[src/rtl/mips_cpu_muldiv_ctrl_if.sv]
// CPU <-> multiply/divide unit bus: operation request, HI/LO moves and status.
interface mips_cpu_muldiv_ctrl_if;
  localparam int unsigned W = 32;

  logic         start;
  logic [1:0]   op;
  logic [W-1:0] op_a;
  logic [W-1:0] op_b;
  logic         mthi;
  logic         mtlo;
  logic         mf_req;
  logic [W-1:0] hi;
  logic [W-1:0] lo;
  logic         busy;
  logic         done;
  logic         stall;

  modport master (
    output start, op, op_a, op_b, mthi, mtlo, mf_req,
    input  hi, lo, busy, done, stall
  );

  modport slave (
    input  start, op, op_a, op_b, mthi, mtlo, mf_req,
    output hi, lo, busy, done, stall
  );
endinterface

[src/rtl/mips_cpu_muldiv_ctrl.sv]
// Sequential MULT/MULTU/DIV/DIVU engine owning HI/LO, with MTHI/MTLO and
// a CPU stall while a result is pending.
module mips_cpu_muldiv_ctrl #(
  parameter int unsigned ITER = 32
) (
  input logic                    clk,
  input logic                    reset,
  input logic                    clk_enable,
  mips_cpu_muldiv_ctrl_if.slave  bus
);
  localparam int unsigned W  = 32;
  localparam int unsigned CW = $clog2(ITER);

  typedef enum logic [1:0] {IDLE, RUN, FIXUP} state_t;

  state_t         state;
  logic [CW-1:0]  count;
  logic [1:0]     op_q;
  logic           neg_q;
  logic           neg_r;
  logic [W-1:0]   mag_a;
  logic [W-1:0]   mag_b;
  logic [2*W-1:0] prod;
  logic [W-1:0]   quo;
  logic [W-1:0]   rem;
  logic [W-1:0]   hi;
  logic [W-1:0]   lo;
  logic           busy;
  logic           done;

  logic           in_signed;
  logic [W-1:0]   in_mag_a;
  logic [W-1:0]   in_mag_b;
  logic [W:0]     mul_sum;
  logic [W:0]     div_shift;
  logic           div_ge;
  logic [W-1:0]   div_diff;
  logic [2*W-1:0] fix_prod;
  logic [W-1:0]   fix_quo;
  logic [W-1:0]   fix_rem;

  // Operand magnitudes, one engine step and the final sign correction.
  always_comb begin
    in_signed = ~bus.op[0];
    in_mag_a  = (in_signed && bus.op_a[W-1]) ? -bus.op_a : bus.op_a;
    in_mag_b  = (in_signed && bus.op_b[W-1]) ? -bus.op_b : bus.op_b;

    mul_sum   = {1'b0, prod[2*W-1:W]} + {1'b0, (prod[0] ? mag_a : W'(0))};

    // The shifted-out bit W makes the partial remainder larger than any divisor.
    div_shift = {rem, quo[W-1]};
    div_ge    = div_shift[W] | (div_shift[W-1:0] >= mag_b);
    div_diff  = div_shift[W-1:0] - mag_b;

    fix_prod  = neg_q ? -prod : prod;
    fix_quo   = neg_q ? -quo  : quo;
    fix_rem   = neg_r ? -rem  : rem;
  end

  always_ff @(posedge clk or negedge reset) begin
    if (!reset) begin
      state <= IDLE;
      count <= '0;
      op_q  <= '0;
      neg_q <= 1'b0;
      neg_r <= 1'b0;
      mag_a <= '0;
      mag_b <= '0;
      prod  <= '0;
      quo   <= '0;
      rem   <= '0;
      hi    <= '0;
      lo    <= '0;
      busy  <= 1'b0;
      done  <= 1'b0;
    end else if (clk_enable) begin
      done <= 1'b0;
      case (state)
        IDLE: begin
          if (bus.start) begin
            op_q  <= bus.op;
            neg_q <= in_signed & (bus.op_a[W-1] ^ bus.op_b[W-1]);
            neg_r <= in_signed & bus.op_a[W-1];
            mag_a <= in_mag_a;
            mag_b <= in_mag_b;
            prod  <= {W'(0), in_mag_b};
            quo   <= in_mag_a;
            rem   <= '0;
            count <= '0;
            busy  <= 1'b1;
            state <= RUN;
          end else begin
            if (bus.mthi) hi <= bus.op_a;
            if (bus.mtlo) lo <= bus.op_a;
          end
        end
        RUN: begin
          if (op_q[1]) begin
            rem <= div_ge ? div_diff : div_shift[W-1:0];
            quo <= {quo[W-2:0], div_ge};
          end else begin
            prod <= {mul_sum, prod[W-1:1]};
          end
          count <= CW'(count + CW'(1));
          if (count == CW'(ITER - 1)) state <= FIXUP;
        end
        FIXUP: begin
          if (op_q[1]) begin
            hi <= fix_rem;
            lo <= fix_quo;
          end else begin
            hi <= fix_prod[2*W-1:W];
            lo <= fix_prod[W-1:0];
          end
          done  <= 1'b1;
          busy  <= 1'b0;
          state <= IDLE;
        end
        default: state <= IDLE;
      endcase
    end
  end

  assign bus.hi    = hi;
  assign bus.lo    = lo;
  assign bus.busy  = busy;
  assign bus.done  = done;
  assign bus.stall = busy & (bus.start | bus.mf_req | bus.mthi | bus.mtlo);
endmodule

[src/flat_wrapper.sv]
// flat-port wrapper written by rule: the top's interface ports become plain ports
module mips_cpu_muldiv_ctrl_flat 
#(
  parameter int unsigned ITER = 32
)
  (clk, reset, clk_enable, bus_start, bus_op, bus_op_a, bus_op_b, bus_mthi, bus_mtlo, bus_mf_req, bus_hi, bus_lo, bus_busy, bus_done, bus_stall);
  mips_cpu_muldiv_ctrl_if bus_i ();
  input logic clk;
  input logic reset;
  input logic clk_enable;
  input wire logic [$bits(bus_i.start)-1:0] bus_start;
  input wire logic [$bits(bus_i.op)-1:0] bus_op;
  input wire logic [$bits(bus_i.op_a)-1:0] bus_op_a;
  input wire logic [$bits(bus_i.op_b)-1:0] bus_op_b;
  input wire logic [$bits(bus_i.mthi)-1:0] bus_mthi;
  input wire logic [$bits(bus_i.mtlo)-1:0] bus_mtlo;
  input wire logic [$bits(bus_i.mf_req)-1:0] bus_mf_req;
  output wire logic [$bits(bus_i.hi)-1:0] bus_hi;
  output wire logic [$bits(bus_i.lo)-1:0] bus_lo;
  output wire logic [$bits(bus_i.busy)-1:0] bus_busy;
  output wire logic [$bits(bus_i.done)-1:0] bus_done;
  output wire logic [$bits(bus_i.stall)-1:0] bus_stall;
  assign bus_i.start = bus_start;
  assign bus_i.op = bus_op;
  assign bus_i.op_a = bus_op_a;
  assign bus_i.op_b = bus_op_b;
  assign bus_i.mthi = bus_mthi;
  assign bus_i.mtlo = bus_mtlo;
  assign bus_i.mf_req = bus_mf_req;
  assign bus_hi = bus_i.hi;
  assign bus_lo = bus_i.lo;
  assign bus_busy = bus_i.busy;
  assign bus_done = bus_i.done;
  assign bus_stall = bus_i.stall;
  mips_cpu_muldiv_ctrl #(.ITER(ITER)) u_core (.clk(clk), .reset(reset), .clk_enable(clk_enable), .bus(bus_i));
endmodule
[config.mk]
export PLATFORM = sky130hd
export DESIGN_NAME = mips_cpu_muldiv_ctrl_flat
export DESIGN_NICKNAME = d
export VERILOG_FILES = /design/src/rtl/mips_cpu_muldiv_ctrl_if.sv /design/src/rtl/mips_cpu_muldiv_ctrl.sv /design/src/flat_wrapper.sv
export SDC_FILE = /design/constraint.sdc
export NUM_CORES = 1
export LEC_CHECK = 0
export BUFFER_PORTS_ARGS = -buffer_cell sky130_fd_sc_hd__buf_2
export CORE_MARGIN = 3
export CORE_UTILIZATION = 39
export DETAILED_ROUTE_END_ITERATION = 12
export PLACE_DENSITY_LB_ADDON = 0.3
export SETUP_SLACK_MARGIN = 0.5
export SYNTH_ARGS = -nofsm -noshare
export SYNTH_HDL_FRONTEND = slang
export SYNTH_SLANG_ARGS = --single-unit
[constraint.sdc]
create_clock -name clk -period 3.9 [get_ports clk]
set_input_delay 0.195 -clock clk [delete_from_list [all_inputs] [get_ports clk]]
set_output_delay 0.195 -clock clk [all_outputs]
set_load 0.005 [all_outputs]
==> summary.txt <==
Die
  • DIE AREA: 51200 µm²
  • Top Ports: 140
  • Die Span Y: 226 µm
  • Initial cell density of the core: 0.396
  • Core area: 47800 µm²
  • Row Count: 80
  • Die W: 226 µm

Clock network
  • Sink Count: 268
  • Clock latency on the worst-skew pair: 0.55 ns
  • Max Buffers Root-to-Sink: 3
  • CTS Buf Count: 35
  • Clock Pin Slew Worst Setup and Hold Paths: 0.06 ns
  • Root buf cell: clkbuf_16
  • H-tree depth: 2
  • TritonCTS clock tree: built

Timing
  • Setup Skew: 0.0174 ns
  • Min Tclk post-route: 3.58 ns
  • RSZ-0062 raised after global routing: yes
  • Setup TNS: 0 ns
  • Relative slew slack: 0.305
  • Fin. Hold Viols: 0
  • Setup violations, final: 0
  • Period utilisation layout: 0.919
  • Final slew viol count: 0
  • Fmax: 279 MHz
  • Worst-Margin Slew: 1.04 ns
  • Setup slack after layout: 0.315 ns

GRT
  • Total grt overflow: 0
  • Global-route wire length before repair: 100000 µm
  • Vias in the first global route: 17300
  • Initial antenna violation count: 1
  • Largest net degree at the start of global routing: 111
  • GRT Overall Usage: 0.251

Synth
  • Netlist cell types: 72
  • Asr flop ratio synth: 1.00
  • Main synth FF type: dfrtp_1
  • Most frequent cell after synthesis: nand2_1
  • Syn Inst Count: 2334
  • Syn_area_per_cell: 8.11 µm²
  • Top cells by count, synth: 348 x nand2_1, 320 x o21ai_0, 268 x dfrtp_1, 156 x a21oi_1, 146 x nor2_1
  • Largest cells by area after synthesis: dfrtp_1 35%, o21ai_0 8.5%, nand2_1 6.9%
  • Synth top area share: 0.354
  • Syn_nets: 2480
  • Number of synthesized flops with an enable pin: 0
  • Seq/Total Area, Yosys: 0.354
  • Cell area after synthesis: 18900 µm²
  • Synth warnings: 0
  • Seq cells post-synth: 268
  • Synth area leader: dfrtp_1

Hold path
  • Hold Path Class: input pin to flop

Setup path
  • WP data arrival: 3.99 ns
  • End of the critical path: u_core.bus.hi[28]
  • Critical R2R Capture: u_core.bus.hi[28]
  • Reg-to-reg critical path startpoint: u_core.prod[14]
  • Crit Path Max Fanout: 4
  • Worst Reg-to-Reg Cells: 10
  • CP Capture Type: flop
  • CP Launch Point: u_core.prod[14]
  • Reg-to-reg slack, setup: 0.32 ns
  • Worst EP required: 4.30 ns
  • Setup Crit Path Kind: flop to flop
  • CP startpoint kind: flop

Placement
  • Place WS: 0.202 ns
  • # port buffers: 139
  • DP Wirelength: 49400 µm
  • Final GP Congestion: 0.979
  • Placed cells: 3002
  • DP Area: 20400 µm²

Status
  • Run status: completed

Finish
  • Final core utilization: 0.467
  • ANT cells: 0
  • Final std cells w/o fill: 3092
  • P&R area growth vs syn: 18.0%
  • Fill count: 4679
  • Share of layout cells above drive strength 1: 0.149
  • Number of nets in the layout: 2600
  • Post-route cell area: 22300 µm²

Route
  • Via Count: 18400
  • Remaining DRCs: 0
  • Starting DRT DRC Count: 1847
  • WL/cell: 21.4 µm
  • DRT Wirelength: 66300 µm
  • Via-to-Cell Ratio: 5.94
  • ANT nets after route: 0
  • DRT Pass-1 Iters: 8

Power and ir drop
  • Pleak: 10.1 nW
  • Peak supply drop: 297 µV
  • Pwr/cell area: 738 nW/µm²

Run
  • MaxCap Viol Count: 0
## worst min path at each step
stage / endpoint / cells past startpoint / slack, ns / startpoint
floorplan: u_core.bus.busy / 0 / -0.10 / reset
global placement: u_core.prod[60] / 1 / 0.34 / reset
detailed placement: u_core.prod[60] / 1 / 0.35 / reset
CTS: u_core.bus.busy / 3 / 0.0001 / bus_start
global route: u_core.bus.hi[6] / 3 / 0.03 / bus_op_a[6]
finish: u_core.mag_b[9] / 3 / 0.02 / bus_op_b[9]
## critical path: stages (launching register included)
cell and delay, ns:
dfrtp_1 0.37, or4_4 0.54, or4_4 0.49, or4_4 0.45, or3_4 0.34, or4_4 0.47, o41ai_4 0.23, xor2_1 0.17
nor2_1 0.05, a211oi_1 0.22, o31ai_1 0.11
## cell type report
type	instances	area [µm²]	area share
multi-input combinational	1838	11900	0.533
inverter	95	357	0.0160
clock buffer	50	1010	0.0453
tap	615	769	0.0345
clock inverter	10	154	0.00689
timing repair buffer	216	1430	0.0639
sequential	268	6720	0.301
## repair_timing
item,in CTS,in global routing
resized for setup,37,59
hold buffers,4,0
gates cloned,1,1
setup buffers,12,12
endpoints found under the setup margin,64,77
pin swaps,13,29
endpoints found under the hold margin,112,0
## cells in the final DEF (no fill, tap or decap), drive strengths merged, types with 12 or more instances in the layout
| cell type | count |
|---|---|
| a21o | 64 |
| o31ai | 50 |
| nor4 | 21 |
| mux2i | 18 |
| nand2b | 23 |
| clkbuf | 51 |
| a31oi | 18 |
| ha | 71 |
| nand4 | 19 |
| buf | 210 |
| nand2 | 348 |
| or4 | 21 |
| and2 | 40 |
| a21oi | 156 |
| xnor2 | 135 |
| dfrtp | 268 |
| o21ai | 322 |
| o41ai | 26 |
| inv | 95 |
| nor2b | 16 |
| o21a | 12 |
| or3 | 38 |
| xor2 | 88 |
| nor2 | 146 |
| a211oi | 35 |
| a221oi | 28 |
| nor3 | 23 |
## cell families (layout without fill, tap and decap cells)
family,after synthesis,after routing,share of synthesized area
simple gates,732,732,0.179
xor+xnor,223,223,0.103
flops,268,268,0.354
compound gates,783,783,0.254
mux,27,27,0.0155
fa+ha+maj,73,73,0.0490
buf+inv,228,371,0.0455
## metal layers
layer / global-route usage / part of all wire / vias to the layer above / routed length, µm
met5: 0 / 0 / - / 0
met4: 0.0845 / 0.036 / 0 / 2390
met3: 0.0387 / 0.072 / 137 / 4750
met2: 0.397 / 0.45 / 747 / 29900
met1: 0.351 / 0.44 / 8933 / 29200
li1: - / - / 8542 / -
## where the power goes
part | switching [W] | internal [W] | leakage, nW | total, W
registers | 0.00113 | 0.00349 | 3.57 | 0.00462
logic | 0.00497 | 0.00355 | 5.91 | 0.00852
clock network | 0.00128 | 0.00206 | 0.578 | 0.00334
total | 0.00738 | 0.00911 | 10.1 | 0.0165
## state kept, by name, indices dropped and copies added (netlist names), 2 cells and up
register,count
u_core.state,2
u_core.quo,32
u_core.bus.lo,32
u_core.count,5
u_core.bus.hi,32
u_core.prod,64
u_core.rem,32
u_core.mag_a,32
u_core.mag_b,32
## through the flow
step,hold WS (ns),total power (W)
detailed placement,0.349,0.0123
global route,0.0270,0.0175
floorplan,-0.101,0.00987
finish,0.0198,0.0165
CTS,0.000107,0.0160
global placement,0.344,0.0121
Note: power is estimated with default switching activity, not from simulation.
